[src/rtl/gradient_quantizer_pipe_pkg.sv]
// Shared widths, quantizer level encodings and threshold reset values for the
// JPEG-LS gradient quantizer pipeline.
package gradient_quantizer_pipe_pkg;

   localparam int DEFAULT_PIXEL_LENGTH = 8;
   localparam int DEFAULT_QQ_LENGTH    = 4;
   localparam int DEFAULT_CTX_LENGTH   = 9;

   localparam int DEFAULT_T1   = 3;
   localparam int DEFAULT_T2   = 7;
   localparam int DEFAULT_T3   = 21;
   localparam int DEFAULT_NEAR = 0;

   typedef logic [DEFAULT_QQ_LENGTH-1:0] qq_t;

   // Two's complement encodings of the nine quantizer levels
   localparam qq_t QQ_NEG4 = 4'd12;
   localparam qq_t QQ_NEG3 = 4'd13;
   localparam qq_t QQ_NEG2 = 4'd14;
   localparam qq_t QQ_NEG1 = 4'd15;
   localparam qq_t QQ_ZERO = 4'd0;
   localparam qq_t QQ_POS1 = 4'd1;
   localparam qq_t QQ_POS2 = 4'd2;
   localparam qq_t QQ_POS3 = 4'd3;
   localparam qq_t QQ_POS4 = 4'd4;

   // A threshold set is usable only if it keeps the nine bins ordered.
   // The upper bound on T3 is implied by the register width.
   function automatic logic thresholds_valid(input int unsigned t1, input int unsigned t2,
                                             input int unsigned t3, input int unsigned near);
      return (near < t1) && (t1 <= t2) && (t2 <= t3);
   endfunction

endpackage

[src/rtl/gradient_quantizer_pipe_grad_quant.sv]
// Single-gradient quantizer: maps one signed local gradient onto -4..4.
module grad_quant_one
   import gradient_quantizer_pipe_pkg::*;
#(
   parameter int PIXEL_LENGTH = DEFAULT_PIXEL_LENGTH
) (
   input  logic signed [PIXEL_LENGTH:0]   grad,
   input  logic        [PIXEL_LENGTH-1:0] t1,
   input  logic        [PIXEL_LENGTH-1:0] t2,
   input  logic        [PIXEL_LENGTH-1:0] t3,
   input  logic        [PIXEL_LENGTH-1:0] near,
   output qq_t                            q
);

   // One extra bit so negated thresholds and the gradient share a signed range
   localparam int W = PIXEL_LENGTH + 2;

   logic signed [W-1:0] g, t1_s, t2_s, t3_s, near_s;

   // Ordered bin search, first matching bin wins
   always_comb begin
      g      = W'(grad);
      t1_s   = signed'({2'b00, t1});
      t2_s   = signed'({2'b00, t2});
      t3_s   = signed'({2'b00, t3});
      near_s = signed'({2'b00, near});
      if      (g <= -t3_s)   q = QQ_NEG4;
      else if (g <= -t2_s)   q = QQ_NEG3;
      else if (g <= -t1_s)   q = QQ_NEG2;
      else if (g <  -near_s) q = QQ_NEG1;
      else if (g <=  near_s) q = QQ_ZERO;
      else if (g <   t1_s)   q = QQ_POS1;
      else if (g <   t2_s)   q = QQ_POS2;
      else if (g <   t3_s)   q = QQ_POS3;
      else                   q = QQ_POS4;
   end

endmodule

[src/rtl/gradient_quantizer_pipe.sv]
// Two-stage JPEG-LS context front end: gradients and quantization in stage 1,
// sign merge and context index in stage 2, valid/ready on both sides.
module gradient_quantizer_pipe
   import gradient_quantizer_pipe_pkg::*;
#(
   parameter int PIXEL_LENGTH = DEFAULT_PIXEL_LENGTH,
   parameter int QQ_LENGTH    = DEFAULT_QQ_LENGTH,
   parameter int CTX_LENGTH   = DEFAULT_CTX_LENGTH,
   parameter int DEF_T1       = DEFAULT_T1,
   parameter int DEF_T2       = DEFAULT_T2,
   parameter int DEF_T3       = DEFAULT_T3,
   parameter int DEF_NEAR     = DEFAULT_NEAR
) (
   input  logic                    clk,
   input  logic                    reset_n,
   input  logic                    in_valid,
   output logic                    in_ready,
   input  logic [PIXEL_LENGTH-1:0] a,
   input  logic [PIXEL_LENGTH-1:0] b,
   input  logic [PIXEL_LENGTH-1:0] c,
   input  logic [PIXEL_LENGTH-1:0] d,
   input  logic                    cfg_load,
   input  logic [PIXEL_LENGTH-1:0] cfg_t1,
   input  logic [PIXEL_LENGTH-1:0] cfg_t2,
   input  logic [PIXEL_LENGTH-1:0] cfg_t3,
   input  logic [PIXEL_LENGTH-1:0] cfg_near,
   output logic                    cfg_err,
   output logic                    out_valid,
   input  logic                    out_ready,
   output logic [QQ_LENGTH-1:0]    q1,
   output logic [QQ_LENGTH-1:0]    q2,
   output logic [QQ_LENGTH-1:0]    q3,
   output logic [CTX_LENGTH-1:0]   ctx_q,
   output logic                    sign,
   output logic                    run_flag
);

   localparam int CW = CTX_LENGTH + 2;

   logic                           s1_valid, s2_valid, adv1, adv2;
   logic [PIXEL_LENGTH-1:0]        t1_r, t2_r, t3_r, near_r;
   logic signed [PIXEL_LENGTH:0]   d1, d2, d3;
   qq_t                            rq1, rq2, rq3;
   qq_t                            s1_q1, s1_q2, s1_q3;
   logic                           neg;
   logic signed [QQ_LENGTH-1:0]    m1, m2, m3;
   logic signed [CW-1:0]           ctx_full;

   assign adv2     = !s2_valid || out_ready;
   assign adv1     = !s1_valid || adv2;
   assign in_ready = adv1;
   assign out_valid = s2_valid;

   assign d1 = signed'({1'b0, d}) - signed'({1'b0, b});
   assign d2 = signed'({1'b0, b}) - signed'({1'b0, c});
   assign d3 = signed'({1'b0, c}) - signed'({1'b0, a});

   grad_quant_one #(.PIXEL_LENGTH(PIXEL_LENGTH)) u_q1 (
      .grad(d1), .t1(t1_r), .t2(t2_r), .t3(t3_r), .near(near_r), .q(rq1));
   grad_quant_one #(.PIXEL_LENGTH(PIXEL_LENGTH)) u_q2 (
      .grad(d2), .t1(t1_r), .t2(t2_r), .t3(t3_r), .near(near_r), .q(rq2));
   grad_quant_one #(.PIXEL_LENGTH(PIXEL_LENGTH)) u_q3 (
      .grad(d3), .t1(t1_r), .t2(t2_r), .t3(t3_r), .near(near_r), .q(rq3));

   // Threshold registers: atomic update on a consistent set, sticky error otherwise
   always_ff @(posedge clk) begin
      if (!reset_n) begin
         t1_r    <= PIXEL_LENGTH'(DEF_T1);
         t2_r    <= PIXEL_LENGTH'(DEF_T2);
         t3_r    <= PIXEL_LENGTH'(DEF_T3);
         near_r  <= PIXEL_LENGTH'(DEF_NEAR);
         cfg_err <= 1'b0;
      end else if (cfg_load) begin
         if (thresholds_valid(32'(cfg_t1), 32'(cfg_t2), 32'(cfg_t3), 32'(cfg_near))) begin
            t1_r   <= cfg_t1;
            t2_r   <= cfg_t2;
            t3_r   <= cfg_t3;
            near_r <= cfg_near;
         end else begin
            cfg_err <= 1'b1;
         end
      end
   end

   // Stage 1: capture raw quantized gradients of the accepted neighbour set
   always_ff @(posedge clk) begin
      if (!reset_n) begin
         s1_valid <= 1'b0;
         s1_q1    <= '0;
         s1_q2    <= '0;
         s1_q3    <= '0;
      end else if (adv1) begin
         s1_valid <= in_valid;
         if (in_valid) begin
            s1_q1 <= rq1;
            s1_q2 <= rq2;
            s1_q3 <= rq3;
         end
      end
   end

   // Sign merge keyed on the first nonzero gradient, then the base-9 index
   always_comb begin
      if      (s1_q1 != '0) neg = s1_q1[QQ_LENGTH-1];
      else if (s1_q2 != '0) neg = s1_q2[QQ_LENGTH-1];
      else                  neg = s1_q3[QQ_LENGTH-1];
      m1 = neg ? -signed'(s1_q1) : signed'(s1_q1);
      m2 = neg ? -signed'(s1_q2) : signed'(s1_q2);
      m3 = neg ? -signed'(s1_q3) : signed'(s1_q3);
      ctx_full = CW'(m1) * CW'(81) + CW'(m2) * CW'(9) + CW'(m3);
   end

   // Stage 2: registered outputs, held while downstream stalls
   always_ff @(posedge clk) begin
      if (!reset_n) begin
         s2_valid <= 1'b0;
         q1       <= '0;
         q2       <= '0;
         q3       <= '0;
         ctx_q    <= '0;
         sign     <= 1'b0;
         run_flag <= 1'b0;
      end else if (adv2) begin
         s2_valid <= s1_valid;
         if (s1_valid) begin
            q1       <= m1;
            q2       <= m2;
            q3       <= m3;
            ctx_q    <= ctx_full[CTX_LENGTH-1:0];
            sign     <= neg;
            run_flag <= (s1_q1 == '0) && (s1_q2 == '0) && (s1_q3 == '0);
         end
      end
   end

endmodule

[config.mk]
export PLATFORM = sky130hd
export DESIGN_NAME = gradient_quantizer_pipe
export DESIGN_NICKNAME = d
export VERILOG_FILES = /design/src/rtl/gradient_quantizer_pipe_pkg.sv /design/src/rtl/gradient_quantizer_pipe_grad_quant.sv /design/src/rtl/gradient_quantizer_pipe.sv
export SDC_FILE = /design/constraint.sdc
export NUM_CORES = 1
export LEC_CHECK = 0
export BUFFER_PORTS_ARGS = -buffer_cell sky130_fd_sc_hd__clkbuf_2
export CAP_MARGIN = 20
export CORE_MARGIN = 2
export CORE_UTILIZATION = 30
export DETAILED_ROUTE_END_ITERATION = 10
export GPL_TIMING_DRIVEN = 0
export RECOVER_POWER = 25
export SLEW_MARGIN = 10
export SYNTH_ARGS = -nofsm -noshare
export SYNTH_HDL_FRONTEND = slang
export SYNTH_SLANG_ARGS = --single-unit
[constraint.sdc]
create_clock -name clk -period 6.05 [get_ports clk]
set_clock_uncertainty 0.2 [all_clocks]
set_input_delay 0.605 -clock clk [delete_from_list [all_inputs] [get_ports clk]]
set_output_delay 0.605 -clock clk [all_outputs]
set_load 0.05 [all_outputs]
; Word level (Yosys, flattened, before mapping)
; Cells that the tools add are included.
[op_classes]
add_sub_neg = 12
n_mul = 2
order_cmp = 27
n_mux = 29
bitwise = 1
n_reduce_logical = 17
[ops]
columns = operator, count
row1 = $mux W4, 24
row2 = $le A9 B10 Y1, 9
row3 = $lt A9 B9 Y1, 9
row4 = $neg A8 Y10, 4
row5 = $lt A9 B10 Y1, 3
row6 = $le A9 B9 Y1, 3
row7 = $sub A8 B8 Y9, 3
row8 = $le A8 B8 Y1, 2
row9 = $logic_not A4 Y1, 3
row10 = $neg A4 Y4, 3
row11 = $add A9 B4 Y9, 1
row12 = $add A9 B9 Y9, 1
row13 = $mul A4 B5 Y9 const B, 1
row14 = $mul A4 B8 Y9 const B, 1
row15 = $mux W3, 3
row16 = $lt A8 B8 Y1, 1
row17 = $reduce_and A2 Y1, 4
row18 = $reduce_bool A4 Y1, 2
row19 = $logic_and A1 B1 Y1, 4
row20 = $logic_not A1 Y1, 2
row21 = $logic_or A1 B1 Y1, 2
row22 = $mux W1, 2
row23 = $not A1 Y1, 1
[word_totals]
regBits = 70
output_inout_bits = 26
elab_cells = 104

; Depth between registers and ports, before layout
[depth]
depth_word = 10
ltp_mapped = 23
ltp_nobuf = 23

; Cells and area by module
; Synthesis repeated with hierarchy kept, for this count alone.
[hier_totals]
cells_unflattened = 1525
area_unflattened_um2 = 12010.3
[modules_own_cells]
columns = module, n_inst, cells_each, area_per_inst_um2, seq_area_each_um2
row1 = grad_quant_one, 3, 288, 2138.3, 0.0
row2 = gradient_quantizer_pipe, 1, 661, 5595.4, 1401.3

; Least setup slack after synthesis
; OpenSTA, ideal clock, no wires.
[synth_timing]
path_type = register to register
from = reg s1_q2[0]
to = reg ctx_q[8]
setup_time_ns = 0.120
arrival_time_ns = 4.815
required_ns = 5.730
setup_slack_ns = 0.916
stages_incl_launch_ff = 23
n_path_buf = 0
path_cell_list = dfxtp_1 -> inv_1 -> ha_1 -> and3b_1 -> o21a_4 -> nor2_4 -> mux2i_1 -> inv_1 -> ha_1 -> ha_1 -> fa_1 -> inv_1 -> fa_1 -> inv_1 -> ha_1 -> ha_1 -> a21o_1 -> a21oi_1 -> o21ai_0 -> o21a_1 -> o21ai_0 -> a21oi_1 -> a211o_1
[synth_between]
elab_chain_len = 7
elab_cells_between_ends = 11
classes_between = 3 x add/sub / 2 x mul / 5 x mux / 1 x reduce/logical
[synth_lines]
columns = item, line_no
row1 = start: declaration, gradient_quantizer_pipe.sv:44  ; qq_t s1_q1, s1_q2, s1_q3;
row2 = start signal: assignment, gradient_quantizer_pipe.sv:96  ; s1_q2 <= rq2;
row3 = $reduce_bool A4 Y1, gradient_quantizer_pipe.sv:105  ; else if (s1_q2 != '0) neg = s1_q2[QQ_LENGTH-1];
row4 = $mux W1, gradient_quantizer_pipe.sv:105
row5 = $mux W1, gradient_quantizer_pipe.sv:104  ; if (s1_q1 != '0) neg = s1_q1[QQ_LENGTH-1];
row6 = $mux W4, gradient_quantizer_pipe.sv:107  ; m1 = neg ? -signed'(s1_q1) : signed'(s1_q1);
row7 = via m1[1], gradient_quantizer_pipe.sv:46  ; logic signed [QQ_LENGTH-1:0] m1, m2, m3;
row8 = $mul A4 B8 Y9, gradient_quantizer_pipe.sv:110  ; ctx_full = CW'(m1) * CW'(81) + CW'(m2) * CW'(9) + CW'(m3);
row9 = $add A9 B9 Y9, gradient_quantizer_pipe.sv:110
row10 = $add A9 B4 Y9, gradient_quantizer_pipe.sv:110
row11 = end signal: assignment, gradient_quantizer_pipe.sv:129  ; ctx_q <= ctx_full[CTX_LENGTH-1:0];
row12 = end: declaration, gradient_quantizer_pipe.sv:33  ; output logic [CTX_LENGTH-1:0] ctx_q,
; The timed path passes the listed nets, and every way through them passes these cells.
; A chain may end at the register's enable or synchronous reset.

; Worst setup path after layout
; Ends and elaborated chain as after synthesis.

==> key figures <==
Power
  – Leak: 0.005807 uW
  – Clock Power Share: 0.153
  – P_int: 1666 uW
  – Combinational share of power: 0.673
  – Pwr dens: 260.1 nW/um^2
  – Worst vdd ir: 0.2268 mV
  – P_sw: 1505 uW
  – Sequential Power Share: 0.174
  – Switching part of the total: 0.4746

Routing
  – DRT Pass-1 Iters: 5
  – DR iter-0 viols: 637
  – Routed length per instance: 17.88 um
  – Via count: 9815
  – Drt total wl: 33450 um
  – Post-DRT Antenna Nets: 0
  – Vias per cell: 5.246
  – # DRC: 0

Synth
  – EDFF count, synth: 0
  – Ys flop type: dfxtp_1
  – Synthesized flop and latch total: 70
  – Ys async rst share: 0
  – Syn Std Cell Area: 10740 sq um
  – Ys Warns: 0
  – Syn avg cell area: 8.303 sq um
  – Cells after Synth: 1293
  – Post-synthesis cell type count: 79
  – Mapped Nets: 1673
  – Sequential share of the synthesized area: 0.1305

STA
  – Hold_ws: 258.7 ps
  – Final period util: 0.9471
  – Fin. max-slew vios: 0
  – RSZ-0062 raised after global routing: no
  – Post-route setup TNS: 0 ps
  – Worst setup margin: 320.0 ps
  – Max_slew headroom: 0.4155
  – Least-Margin Pin Slew: 876.1 ps
  – Final setup vio count: 0
  – F_max: 0.1745 GHz
  – Hold Fails Final Rpt: 0
  – Tmin final: 5730 ps

Critical path
  – Crit-path max FO: 8
  – CP top delay family: adder cells
  – CP Class: reg -> reg
  – Startpoint Class: register
  – CP dominant cell by count: ha_1
  – Reg-to-reg endpoint: ctx_q[8]
  – FF-to-FF path depth: 22
  – CP max stage delay: 530 ps
  – Critical Path RT: 6080 ps
  – Critical R2R Launch: s1_q2[0]
  – Reg2Reg Setup Slack: 320 ps
  – CP endpoint kind: register
  – CP arrival: 5760 ps
  – Crit-path cells: inv_1 > ha_1 > and3b_1 > o21a_4 > nor2_4 > mux2i_2 > inv_1 > ha_1 > ha_1 > fa_1 > inv_1 > fa_1 > inv_1 > ha_1 > ha_1 > a21o_1 > a21oi_1 > o21ai_0 > o21a_1 > o21ai_0 > a21oi_1 > a211o_1
  – Crit path max-delay cell type: fa_1
  – Buf/Inv on CP: 4

Place
  – DP HPWL: 27440 um
  – Post-Place Worst Slack: 314.8 ps
  – GP Congestion: 0.8993
  – IO buf count: 94
  – DP Cell Count: 1856

Clocking
  – Resize count post-CTS: 0
  – Hold buffers post-CTS: 0
  – Clock root cell: clkbuf_16
  – # H-tree levels: 3
  – CTS sink count: 70
  – CTS tree: built
  – Clock slew seen by the registers of the worst setup and hold paths: 60 ps
  – Inserted Clock Buffers: 9
  – Maximum root-to-sink buffer count: 2
  – Post-CTS Setup Inserts: 0
  – Worst skew pair latency: 330 ps

Status
  – Status: complete, no violations

Floorplanning
  – Rows: 69
  – Die span in y: 193.2 um
  – Die Footprint: 37310 sq um
  – Die width: 193.2 um
  – Core ar.: 35400 sq um
  – I/O pins: 95
  – Initial core utilization: 0.3033

Layout
  – Layout Nets: 1787
  – Ant diodes: 0
  – Area delta synth->final: 13.58%
  – Share of cells above drive strength 1: 0.09220
  – Fill cells: 3746
  – Post-route insts no fill: 1871

Job
  – Max Cap Viol: 0

Worst hold path
  – Hold Path Class: reg -> reg
  – Endpoint, Worst Hold: t2_r[5]
  – Hold Crit Start: t2_r[5]
  – Hold Crit Depth: 2

GRT
  – Grt ovf: 0
  – Initial antenna violation count: 0
  – Vias in the first global route: 9510
  – GR Util All Layers: 0.1802
  – Pin count of the biggest net entering global routing: 12
  – First-pass GRT wire length: 51630 um
cell usage after synthesis (7+ instances only):
| cell type | n | area (sq um) |
|---|---|---|
| a211oi_1 | 8 | 60.06 |
| a21o_1 | 17 | 127.6 |
| a21oi_1 | 70 | 350.3 |
| a31oi_1 | 10 | 62.56 |
| and2_1 | 9 | 56.30 |
| clkbuf_1 | 16 | 60.06 |
| dfxtp_1 | 70 | 1401 |
| fa_1 | 16 | 320.3 |
| ha_1 | 295 | 3691 |
| inv_1 | 149 | 559.3 |
| mux2i_1 | 26 | 260.3 |
| nand2_1 | 106 | 397.9 |
| nand2b_1 | 26 | 162.7 |
| nand3_1 | 13 | 65.06 |
| nand4_1 | 30 | 187.7 |
| nor2_1 | 72 | 270.3 |
| nor2b_1 | 27 | 168.9 |
| nor3_1 | 29 | 145.1 |
| nor3b_1 | 8 | 60.06 |
| nor4_1 | 8 | 50.05 |
| o211a_1 | 8 | 80.08 |
| o211ai_1 | 14 | 105.1 |
| o21a_1 | 27 | 202.7 |
| o21ai_0 | 55 | 275.3 |
| o221ai_1 | 11 | 96.34 |
| o31ai_1 | 7 | 52.55 |
| or3_1 | 10 | 62.56 |
| or4_1 | 9 | 67.56 |
| xnor2_1 | 46 | 402.9 |
| xor2_1 | 15 | 131.4 |
cells by family (layout without fill, tap and decap cells):
| family | after synthesis | in the layout | share of synthesized area |
|---|---|---|---|
| and+or+nand+nor | 369 | 369 | 0.1765 |
| DFF | 70 | 70 | 0.1305 |
| adders and majority gates | 311 | 311 | 0.3737 |
| xor gates and xnor gates | 61 | 61 | 0.04977 |
| AOI/OAI and AO/OA | 283 | 283 | 0.1815 |
| buffers and inverters | 171 | 288 | 0.06177 |
| muxes | 28 | 28 | 0.02634 |
flip-flops by register name, indices dropped and copies added (netlist names), 4 cells and up:
register,flops
s1_q2,4
q1,4
s1_q1,4
q2,4
s1_q3,4
t1_r,8
t3_r,8
near_r,8
ctx_q,9
q3,4
t2_r,8
stage by stage:
step / power, uW / area [sq um] / util
3_3_place_gp: 2592 / 11780 / 0.3329
6_report: 3172 / 12190 / 0.3445
3_5_place_dp: 2683 / 11950 / 0.3375
2_1_floorplan: 2096 / 10740 / -
4_1_cts: 3183 / 12210 / 0.3450
5_1_grt: 3489 / 12190 / 0.3445
layout by cell type (no fill, tap or decap), types with 26 or more instances in the layout:
cell | netlist | final
nor2_1 | 72 | 72
clkbuf_1 | 16 | 40
xnor2_1 | 46 | 36
o21ai_0 | 55 | 55
nor3_1 | 29 | 29
nand2b_1 | 26 | 26
ha_1 | 295 | 295
o21a_1 | 27 | 27
nand2_1 | 106 | 106
nor2b_1 | 27 | 27
clkbuf_2 | 0 | 70
inv_1 | 149 | 149
dfxtp_1 | 70 | 70
a21oi_1 | 70 | 70
nand4_1 | 30 | 30
cell type report:
cell class / instances / area, sq um / area share
buffer: 21 / 97.59 / 0.008004
clock buffer: 10 / 239.0 / 0.01960
clock inverter: 4 / 25.02 / 0.002052
inverter: 150 / 565.5 / 0.04638
multi-input combinational: 1052 / 8768 / 0.7191
sequential: 70 / 1401 / 0.1149
tap: 461 / 576.8 / 0.04731
timing repair buffer: 103 / 519.2 / 0.04259
power groups by stage:
stage          registers, uW  logic (uW)  clock network [uW]
3_5_place_dp             562        2120                   0
4_1_cts                  552        2140                 494
2_1_floorplan            632        1460                   0
5_1_grt                  558        2420                 516
6_report                 552        2130                 486
3_3_place_gp             561        2030                   0
layer usage:
layer	up-vias	GRT usage	routed length, um
li1	4920	-	-
met1	4569	0.2263	14630
met2	266	0.3152	15880
met3	60	0.02588	1844
met4	0	0.05973	1096
met5	-	0	0
how the worst max path moves through the flow:
stage             start  endpoint  cells after the start
2_1_floorplan  s1_q2[0]  ctx_q[8]                     22
3_5_place_dp   s1_q2[0]  ctx_q[8]                     22
4_1_cts        s1_q2[0]  ctx_q[8]                     22
3_3_place_gp   s1_q2[0]  ctx_q[8]                     22
6_report       s1_q2[0]  ctx_q[8]                     22
5_1_grt        s1_q2[0]  ctx_q[8]                     22
tightest hold or removal path: cells and delay by family (launching register included):
family | cells | cell delay, ps
flops | 1 | 310
simple gates | 1 | 50
mux | 1 | 50
Power figures use the tool's default switching activity.
